<file path="src/rtl/jksc_pkg.sv">
// Shared mode and FSM encodings for the JK sequencer controller.
package jksc_pkg;

  localparam logic [1:0] MODE_HOLD = 2'b00;
  localparam logic [1:0] MODE_UP   = 2'b01;
  localparam logic [1:0] MODE_DN   = 2'b10;
  localparam logic [1:0] MODE_LOAD = 2'b11;

  typedef enum logic {
    ST_IDLE = 1'b0,
    ST_RUN  = 1'b1
  } jksc_state_e;

  function automatic logic mode_is_count(logic [1:0] m);
    return (m == MODE_UP) || (m == MODE_DN);
  endfunction

endpackage

</file>
<file path="src/rtl/jk_cell.sv">
// Single JK flip-flop with asynchronous active-high reset to 0.
module jk_cell (
  input  logic clk,
  input  logic rst,
  input  logic j,
  input  logic k,
  output logic q
);

  logic q_q;

  always_ff @(posedge clk or posedge rst) begin
    if (rst) begin
      q_q <= 1'b0;
    end else begin
      case ({j, k})
        2'b00:   q_q <= q_q;
        2'b01:   q_q <= 1'b0;
        2'b10:   q_q <= 1'b1;
        default: q_q <= ~q_q;
      endcase
    end
  end

  assign q = q_q;

endmodule

</file>
<file path="src/rtl/jk_seq_ctrl.sv">
// Modulo-MOD up/down counter sequenced onto a bank of JK flip-flops.
// Define JKSC_SAT_EN to saturate at the limits instead of wrapping.
module jk_seq_ctrl
  import jksc_pkg::*;
#(
  parameter int unsigned WIDTH = 4,
  parameter int unsigned MOD   = 10
) (
  input  logic             clk,
  input  logic             rst,
  input  logic [1:0]       mode,
  input  logic [WIDTH-1:0] load_val,
  output logic [WIDTH-1:0] q,
  output logic [WIDTH-1:0] j_vec,
  output logic [WIDTH-1:0] k_vec,
  output logic             tc,
  output logic             busy
);

  localparam logic [WIDTH-1:0] MaxVal = WIDTH'(MOD - 1);

  logic [WIDTH-1:0] nxt;
  logic             at_max;
  logic             at_zero;
  logic             load_over;
  logic             tc_d;
  logic             tc_q;
  jksc_state_e      state_q;

  assign at_max    = (q == MaxVal);
  assign at_zero   = (q == '0);
  // Widen before comparing so MOD == 2**WIDTH never clamps.
  assign load_over = (32'(load_val) >= MOD);

  always_comb begin
    nxt  = q;
    tc_d = 1'b0;
    case (mode)
      MODE_UP: begin
        if (at_max) begin
          tc_d = 1'b1;
`ifdef JKSC_SAT_EN
          nxt  = q;
`else
          nxt  = '0;
`endif
        end else begin
          nxt = q + WIDTH'(1);
        end
      end
      MODE_DN: begin
        if (at_zero) begin
          tc_d = 1'b1;
`ifdef JKSC_SAT_EN
          nxt  = q;
`else
          nxt  = MaxVal;
`endif
        end else begin
          nxt = q - WIDTH'(1);
        end
      end
      MODE_LOAD: begin
        nxt = load_over ? MaxVal : load_val;
      end
      default: begin
        nxt = q;
      end
    endcase
  end

  // Unchanged bits resolve their don't-cares to 0, so J=K=1 never appears.
  assign j_vec = ~q & nxt;
  assign k_vec = q & ~nxt;

  always_ff @(posedge clk or posedge rst) begin
    if (rst) begin
      state_q <= ST_IDLE;
      tc_q    <= 1'b0;
    end else begin
      state_q <= mode_is_count(mode) ? ST_RUN : ST_IDLE;
      tc_q    <= tc_d;
    end
  end

  assign tc   = tc_q;
  assign busy = (state_q == ST_RUN);

  for (genvar i = 0; i < WIDTH; i++) begin : g_bank
    jk_cell u_cell (
      .clk (clk),
      .rst (rst),
      .j   (j_vec[i]),
      .k   (k_vec[i]),
      .q   (q[i])
    );
  end

endmodule

</file>
<file path="config.mk">
export PLATFORM = sky130hd
export DESIGN_NAME = jk_seq_ctrl
export DESIGN_NICKNAME = d
export VERILOG_FILES = /design/src/rtl/jksc_pkg.sv /design/src/rtl/jk_cell.sv /design/src/rtl/jk_seq_ctrl.sv
export SDC_FILE = /design/constraint.sdc
export NUM_CORES = 1
export LEC_CHECK = 0
export ABC_CLOCK_PERIOD_IN_PS = 2700
export CORE_MARGIN = 1.5
export CORE_UTILIZATION = 48
export DETAILED_ROUTE_END_ITERATION = 12
export PLACE_DENSITY = 0.79
export SLEW_MARGIN = 10
export SYNTH_ARGS = -nofsm -noshare
export SYNTH_HDL_FRONTEND = slang
export SYNTH_HIERARCHICAL = 1
export SYNTH_SLANG_ARGS = --single-unit
</file>
<file path="constraint.sdc">
create_clock -name clk -period 2.7 [get_ports clk]
set_input_delay 0.27 -clock clk [delete_from_list [all_inputs] [get_ports clk]]
set_output_delay 0.27 -clock clk [all_outputs]
set_load 0.05 [all_outputs]
</file>
==> Yosys cells after proc, flatten, opt, wreduce, memory -nomap -nowiden <==
Index checks and enable logic that the tools add are counted.
{ "word_totals": {"regBits": 6, "out_inout_bits": 14, "word_cells": 47} }
{ "classes": {"addsub": 2, "order_cmp": 1, "eq_ne": 12, "n_mux": 12, "bitwise_logic": 8, "reduce_logical": 6} }
{ "op_table": {"columns": ["op", "n"], "rows": [
  ["== test 2 bit (second input constant)", 6],
  ["2-to-1 mux 4 bit", 3],
  ["one-hot mux 1 bit (3 select lines)", 4],
  ["one-hot mux 4 bit (3 select lines)", 1],
  ["== test 2 x 1 -> 1 bit (second input constant)", 5],
  ["AND 4 bit", 2],
  ["zero test 2 bit", 4],
  ["NOT 4 bit", 2],
  ["adder 4 x 1 -> 4 bit (second input constant)", 1],
  ["== test 4 bit (second input constant)", 1],
  [">= comparator 4 bit (second input constant)", 1],
  ["zero test 4 bit", 1],
  ["NOT 1 bit", 4],
  ["subtractor 4 x 1 -> 4 bit (second input constant)", 1],
  ["2-to-1 mux 1 bit", 3],
  ["one-hot mux 1 bit (2 select lines)", 1],
  ["logical OR 1 bit", 1]
]} }

==> Logic depth before layout (Yosys ltp) <==
{ "logic_depth": {"word_depth": 7, "ltp_mapped": 10, "ltp_nobuf": 10} }

==> By module <==
The synthesis kept the hierarchy.
{ "by_module_without_submodules": {"columns": ["module", "instances", "cells_each", "area_per_inst_um2"], "rows": [
  ["jk_seq_ctrl", 1, 58, 444.2],
  ["jk_cell", 4, 10, 96.3]
]} }

==> Worst setup path before layout <==
Ideal clock, no wire load.
{ "synth_timing": {"path_type": "register to register", "startpoint": "register g_bank[1].u_cell.q_q", "endpoint": "register g_bank[0].u_cell.q_q", "setup_time_ns": 0.087, "arrival_ns": 3.544, "t_required_ns": 2.613, "path_slack_ns": -0.931, "path_stages_with_launch": 10, "path_buffers": 0, "cell_sequence": "dfrtp_1 inv_1 ha_1 nand2_1 o21ai_0 a311oi_1 inv_1 ha_1 nor3b_2 a211oi_2"} }
{ "synth_between": {"word_cells_on_any_way": 12, "classes_between": "eq/ne (3); mux (4); bitwise (3); reduce/logical (2)"} }
{ "synth_rtl": {"columns": ["element", "line", "source"], "rows": [
  ["start: declaration", "jk_cell.sv:10", "logic q_q;"],
  ["start signal: assignment", "jk_cell.sv:17", "2'b00: q_q <= q_q;"],
  ["start signal: assignment", "jk_cell.sv:20", "default: q_q <= ~q_q;"],
  ["== test 4 bit or zero test 4 bit (tied branches)", "jk_seq_ctrl.sv:30, jk_seq_ctrl.sv:31", null],
  ["2-to-1 mux 4 bit, on equally long branches", "jk_seq_ctrl.sv:40, jk_seq_ctrl.sv:52", null],
  ["one-hot mux 4 bit (3 select lines) *", "jk_seq_ctrl.sv:38", "case (mode)"],
  ["AND 4 bit *", "jk_seq_ctrl.sv:73", "assign j_vec = ~q & nxt;"],
  ["via j_vec[0]", "jk_seq_ctrl.sv:14", "output logic [WIDTH-1:0] j_vec,"],
  ["== test 2 bit, or another cell as far along", "jk_cell.sv:16", "case ({j, k})"],
  ["one-hot mux 1 bit (3 select lines)", "jk_cell.sv:16", null],
  ["end signal: assignment", "jk_cell.sv:17", null],
  ["end signal: assignment", "jk_cell.sv:20", null],
  ["end: declaration", "jk_cell.sv:10", null]
]} }
The timed path passes the listed nets; every way through them passes the cells marked *.
A chain may end at the register's enable or synchronous reset.

==> Final worst setup path <==
{ "layout_timing": {"startpoint": "register g_bank[1].u_cell.q_q", "endpoint": "register g_bank[1].u_cell.q_q"} }
{ "layout_between": {"elab_chain_cells": 7, "word_cells_on_any_way": 16, "classes_between": "add/sub (2); eq/ne (3); mux (4); bitwise (5); reduce/logical (2)"} }
{ "layout_rtl": {"columns": ["element", "line", "source"], "rows": [
  ["subtractor 4 x 1 -> 4 bit, or another cell as far along", "jk_seq_ctrl.sv:60", "nxt = q - WIDTH'(1);"],
  ["2-to-1 mux 4 bit, on equally long branches", "jk_seq_ctrl.sv:52, jk_seq_ctrl.sv:40", null],
  ["one-hot mux 4 bit (3 select lines)", "jk_seq_ctrl.sv:38", null],
  ["NOT 4 bit", "jk_seq_ctrl.sv:74", "assign k_vec = q & ~nxt;"],
  ["AND 4 bit", "jk_seq_ctrl.sv:74", null],
  ["== test 2 bit, or another cell as far along", "jk_cell.sv:16", null],
  ["one-hot mux 1 bit (3 select lines)", "jk_cell.sv:16", null]
]} }
Several ways; a longest one is shown, not always the timed one.

==> metrics.cfg <==
[sta]
skew_ps = 11.1
min_period_ps = 2490
finalHoldViolations = 0
period_share = 0.922
fmax_mhz = 402
rsz0062_at_grt = no
setup_tns_ps = 0
finalSetupViolations = 0
tightest_slew_ps = 513
slew_headroom = 0.658
slew_viol_final = 0

[place]
portBuffers = 21
gp_congestion = 0.823
place_hpwl_um = 1500

[synthesis]
synth_xor_area_frac = 0.0106
synth_seq_area_share = 0.181
synth_top_family_by_area = simple AND/OR/NAND/NOR gates
syn_nets = 121
synth_mux_area_frac = 0.0256
synth_edf_count = 0
synth_ff_type = dfrtp_1
synth-async-reset-ratio = 1.00
avgSynthCellArea_um2 = 8.46
synthCells = 98
synth_fa_ha_area_frac = 0.226
ys_ff_latch = 6
synth.area.top_cells = ha_1, dfrtp_1, inv_1
synth_top_cell_by_area = ha_1
yosysWarnings = 6
synth_simple_gate_area_frac = 0.243
synth_compound_area_frac = 0.196
synth_top_area_frac = 0.226
synth.distinct_cells = 32
netlist_area_um2 = 830

[clock_network]
numCtsBuffers = 3
clkSinkCount = 6
cts_setup_buffers = 0
clk_pin_slew_worst_paths_ps = 50
cts_resized = 0
cts_tree = done
clk_latency_ps = 250
clockBufferDepth = 2
root_buffer = clkbuf_4
h-tree-depth = 1
ctsHoldBuffers = 0

[global_routing]
antenna_found_initial = 0
grt_use_total = 0.213
grt_max_degree = 16
grt-ovfl-total = 0
grt_pass1_wl_um = 3160
grt_pass1_vias = 773

[floorplan]
initial_core_util = 0.532
die_y_um = 44.6
core-area_um2 = 1560
row_count = 14
die_width_um = 44.6
ios = 22
die_area_um2 = 1990

[worst_setup_path]
critical-path-max-stage-delay_ps = 460
cp_cell_sequence = inv_2 -> ha_1 -> nor2_1 -> a21o_1 -> o221ai_1 -> and3_2 -> inv_1 -> ha_1 -> nor3b_2 -> a211oi_2
worstSetupEndpointType = register
worstPathMaxFanout = 8
path_common_cell = ha_1
crit_type = reg -> reg
cp.required_ps = 2860
startpoint_type = register
cp.arrival_ps = 2640
crit_slowest_cell = dfrtp_2

[pwr]
p_seq_frac = 0.160
p_int_w = 0.000737
p_per_area_nw_per_um2 = 1230
p_total_w = 0.00154
comb_power_share = 0.781
switching_share = 0.520
pwr-share-clk = 0.059
peakVddDrop_mv = 0.868
p_leak_nw = 0.561
p_sw_w = 0.000800

[layout]
area.sequential_um2 = 154
drive_gt1_frac = 0.302
fin_nets = 150
nFillCells = 97
n_antenna_cell = 0
multiInputGateArea_um2 = 641
syn2layout_area_growth_pct = 50.4

[routing]
vias_per_cell = 5.57
firstDrtPassIters = 8
ant_nets = 0
initialDrtViolationCount = 16
vias = 791
wirelength_um = 1780
drc = 4
drt-wirelength-per-cell_um = 12.5

[outcome]
violations = DRC
status = complete, but fails checks

[run]
cap_violations = 0

[hold_path]
hp-class = in -> async

## cells in the final DEF, fill, tap and decap left out, types with 2 or more instances in the layout
cell type,n
inv_1,20
ha_1,15
clkdlybuf4s50_1,13
buf_12,8
nand2_1,6
nor2_1,6
nor2b_1,5
buf_4,5
nor3b_2,4
a211oi_2,4
dfrtp_1,3
clkbuf_4,3
dfrtp_2,3
o21ai_0,2
and3_1,2
nor3_4,2
## critical path: cells and delay by family, from the launching register on
family | cells | cell delay, ps
compound gates | 3 | 670
fa+ha+maj | 2 | 570
buf+inv | 2 | 180
flops | 1 | 460
simple gates | 3 | 530
## flip-flops by register name, indices dropped and copies added (netlist names)
| register | flops |
|---|---|
| busy | 1 |
| g_bank.u_cell/q | 4 |
| tc | 1 |
## through the flow
step           utilization  cells  hold WS, ps  instance area (µm²)  setup WS (ps)
3_5_place_dp         0.783    138          537                 1220           11.4
3_3_place_gp         0.783    138          531                 1220           86.3
2_1_floorplan            -     98        -1.29                  892           2.84
5_1_grt              0.800    142          285                 1250           54.1
6_report             0.800    142          268                 1250            212
4_1_cts              0.800    142          270                 1250            222
## power groups by stage
stage	Sequential (W)	Clock [W]	Combinational [W]
6_report	0.000246	0.0000908	0.00120
4_1_cts	0.000244	0.0000946	0.00120
5_1_grt	0.000259	0.0000992	0.00129
3_3_place_gp	0.000247	0	0.00117
3_5_place_dp	0.000246	0	0.00120
2_1_floorplan	0.000309	0	0.000739
## layer usage
metal  up-vias  wire length [µm]  track usage  part of all wire
met5         -                 0            0                 0
met4         0                 8        0.103            0.0045
met3         2                42       0.0122             0.024
met2        18               930        0.374              0.52
met1       380               799        0.262              0.45
li1        391                 -            -                 -
## area by class of cell
type / count / share of cell area
tap: 16 / 0.0160
inverter: 21 / 0.0632
timing repair buffer: 26 / 0.263
multi-input combinational: 69 / 0.514
sequential: 6 / 0.123
clock buffer: 4 / 0.0211
## synthesized netlist by cell type, types with 2 or more instances
library cell / count
and2_1: 2
nor3_1: 3
a211oi_2: 4
nand2_1: 6
nor3b_2: 4
o21ai_0: 3
and3_1: 3
ha_1: 15
dfrtp_1: 6
inv_1: 21
nor2_1: 6
nor2b_1: 5
## cell families after synthesis
group                    count (synthesis)
multiplexers                             2
AO/OA/AOI/OAI                           18
flip-flops                               6
buffers and inverters                   23
AND/OR/NAND/NOR                         33
adder cells (fa/ha/maj)                 15
XOR/XNOR                                 1
## worst paths after layout
| kind | from | endpoint | slack [ps] | depth (start not counted) |
|---|---|---|---|---|
| worst min-delay path | rst | g_bank[1].u_cell/q | 270 | 2 |
| worst min register to register | g_bank[1].u_cell/q | g_bank[1].u_cell/q | 580 | 1 |
| min in group clk | g_bank[1].u_cell/q | g_bank[1].u_cell/q | 580 | 1 |
| worst max-delay path | g_bank[1].u_cell/q | g_bank[1].u_cell/q | 210 | 10 |
| worst max register to register | g_bank[1].u_cell/q | g_bank[1].u_cell/q | 210 | 10 |
| max in group asynchronous | rst | busy | 2280 | 2 |
Power figures use the tool's default switching activity.
==> RTL edit, RTL diff (same flow settings) <==
Remove the register `tc_q`: a continuous assignment takes its place, so the output `tc` follows one clock earlier.
--- a/src/rtl/jk_seq_ctrl.sv
+++ b/src/rtl/jk_seq_ctrl.sv
@@ -78,8 +78,8 @@
       state_q <= ST_IDLE;
-      tc_q    <= 1'b0;
     end else begin
       state_q <= mode_is_count(mode) ? ST_RUN : ST_IDLE;
-      tc_q    <= tc_d;
     end
   end
+
+  assign tc_q = tc_d;
 
Check against the original RTL: not equivalent (Yosys sat finds a counterexample within 4 cycles, from zero or initial values and one cycle with rst high).
==> RTL edit against the original RTL <==
- clock skew shrank 0.0054 ns
- global-route usage shrank 0.050 points
- routed wire length grew 0.84%
- total power is essentially flat
- sequential cell count shrank 1
- worst setup slack lost 0.021 ns
- synthesized cell count shrank 1.0%
- synthesized area shrank 3.0%
- hold slack gained 0.015 ns
- cell area shrank 1.6%
- largest power group unchanged
==> RTL edit: results (changes against the original RTL) <==
.. list-table::
   :header-rows: 1

   * - Metric
     - Value
   * - Outcome
     - finished clean (was finished, violations left)
   * - Ratio of cells with drive above 1 in the final layout
     - 0.3175 (was 0.3016)
   * - Worst path max stage delay
     - 0.51 ns (was 0.46 ns)
   * - Cell count after synthesis
     - 97 (was 98)
   * - Via count of the first global-routing pass
     - 769 (was 773)
   * - Worst supply voltage drop on vdd
     - 951.5 µV (was 868.1 µV)
   * - Routability Congestion
     - 0.8793 (was 0.8234)
   * - Count of placed standard cells in the final layout, fillers left out
     - 142 (unchanged)
   * - Critical path data arrival time
     - 2.65 ns (was 2.64 ns)
   * - Iteration-0 DRC count of the detailed router
     - 9 (was 16)
   * - Top cells by area, synth
     - ha_1 23%, dfrtp_1 16%, inv_1 9.8% (was ha_1 23%, dfrtp_1 18%, inv_1 9.5%)
   * - Final net count
     - 150 (unchanged)
   * - Static Leakage
     - 0.0005540 µW (was 0.0005612 µW)
   * - Proportion of synthesized flip-flops having asynchronous set or reset
     - 1.000 (unchanged)
   * - Clock latency on the worst-skew pair
     - about 0.24 ns
   * - Layout Skew
     - 0.005668 ns (was 0.01106 ns)
   * - Leading cell types by count after synthesis
     - 21 x inv_1, 15 x ha_1, 6 x nand2_1, 6 x nor2_1 (was 21 x inv_1, 15 x ha_1, 6 x dfrtp_1, 6 x nand2_1, 6 x nor2_1)
   * - Htree depth
     - 1 (unchanged)
   * - Yosys warns
     - 6 (unchanged)
   * - Global Route Usage Sum
     - 0.2128 (was 0.2133)
   * - Cell chosen for the clock root
     - clkbuf_4 (unchanged)
   * - Post-Syn Nets
     - 120 (was 121)
   * - Highest net fanout along the worst path
     - 5 (was 8)
   * - Sequential share of the synthesized area
     - 0.1555 (was 0.1810)
   * - Post-CTS Setup Bufs
     - 0 (unchanged)
   * - Wire length of the first global-routing pass
     - 3.077 mm (was 3.160 mm)
   * - Pre-antenna DRT Iters
     - 4 (was 8)
   * - Average vias per placed instance
     - 5.444 (was 5.570)
   * - DR WL/cell
     - 12.64 µm (was 12.54 µm)
   * - Number of flip-flops under the largest register name
     - 4 (unchanged)
   * - Worst slack at placement
     - -0.01369 ns (was 0.01140 ns)
   * - Dpl hpwl
     - 1.550 mm (was 1.504 mm)
   * - Placed inst area
     - 0.001201 mm² (was 0.001221 mm²)
   * - Slowest library cell on the worst path
     - clkdlybuf4s50_1 (was dfrtp_2)
   * - Headroom to the max-slew limit
     - 0.6713 (was 0.6578)
## RTL edit: cell count changes in the layout (fill, tap and decap cells not counted)
cell	unedited run	this run
dfrtp_1	3	2
buf_4	5	7
clkdlybuf4s50_1	13	12
## RTL edit: per-layer routing
metal / share of wire / GRT usage / vias up
met5: 0 / 0 / -
met4: 0 / 0.07273 / 0
met3: 0.017 / 0.01250 / 0
met2: 0.53 / 0.3971 / 14
met1: 0.46 / 0.2532 / 368
li1: - / - / 391
## RTL edit: cell families after synthesis
logic type / Yosys count / share of synthesized area
compound gates: 18 / 0.2022
buf+inv: 23 / 0.1213
flops: 5 / 0.1555
mux: 2 / 0.02644
fa+ha+maj: 15 / 0.2333
simple gates: 33 / 0.2504
xor+xnor: 1 / 0.01089
## RTL edit: worst paths after layout
path / startpoint / to / slack [ns] / depth (start not counted)
setup / recovery: mode[0] / g_bank[3].u_cell/q$_DFFE_PP0P_ / 0.19 / 11
hold / removal: rst / busy$_DFF_PP0_ / 0.28 / 2
setup reg to reg: g_bank[1].u_cell/q$_DFFE_PP0P_ / g_bank[3].u_cell/q$_DFFE_PP0P_ / 0.20 / 10
hold reg to reg: g_bank[1].u_cell/q$_DFFE_PP0P_ / g_bank[1].u_cell/q$_DFFE_PP0P_ / 0.57 / 1
max in group asynchronous: rst / g_bank[0].u_cell/q$_DFFE_PP0P_ / 2.29 / 2
min in group clk: g_bank[1].u_cell/q$_DFFE_PP0P_ / g_bank[1].u_cell/q$_DFFE_PP0P_ / 0.57 / 1
## RTL edit: final cells by class
cell class,instances,area [µm²]
clock buffer,4,26.28
multi-input combinational,69,640.6
timing repair buffer,27,332.8
sequential,5,128.9
tap,16,20.02
fill,110,314.1
inverter,21,78.83
## RTL edit: where the power goes
group          switching [µW]  internal (µW)
sequential                110            115
combinational             663            559
clock                    31.9           55.9
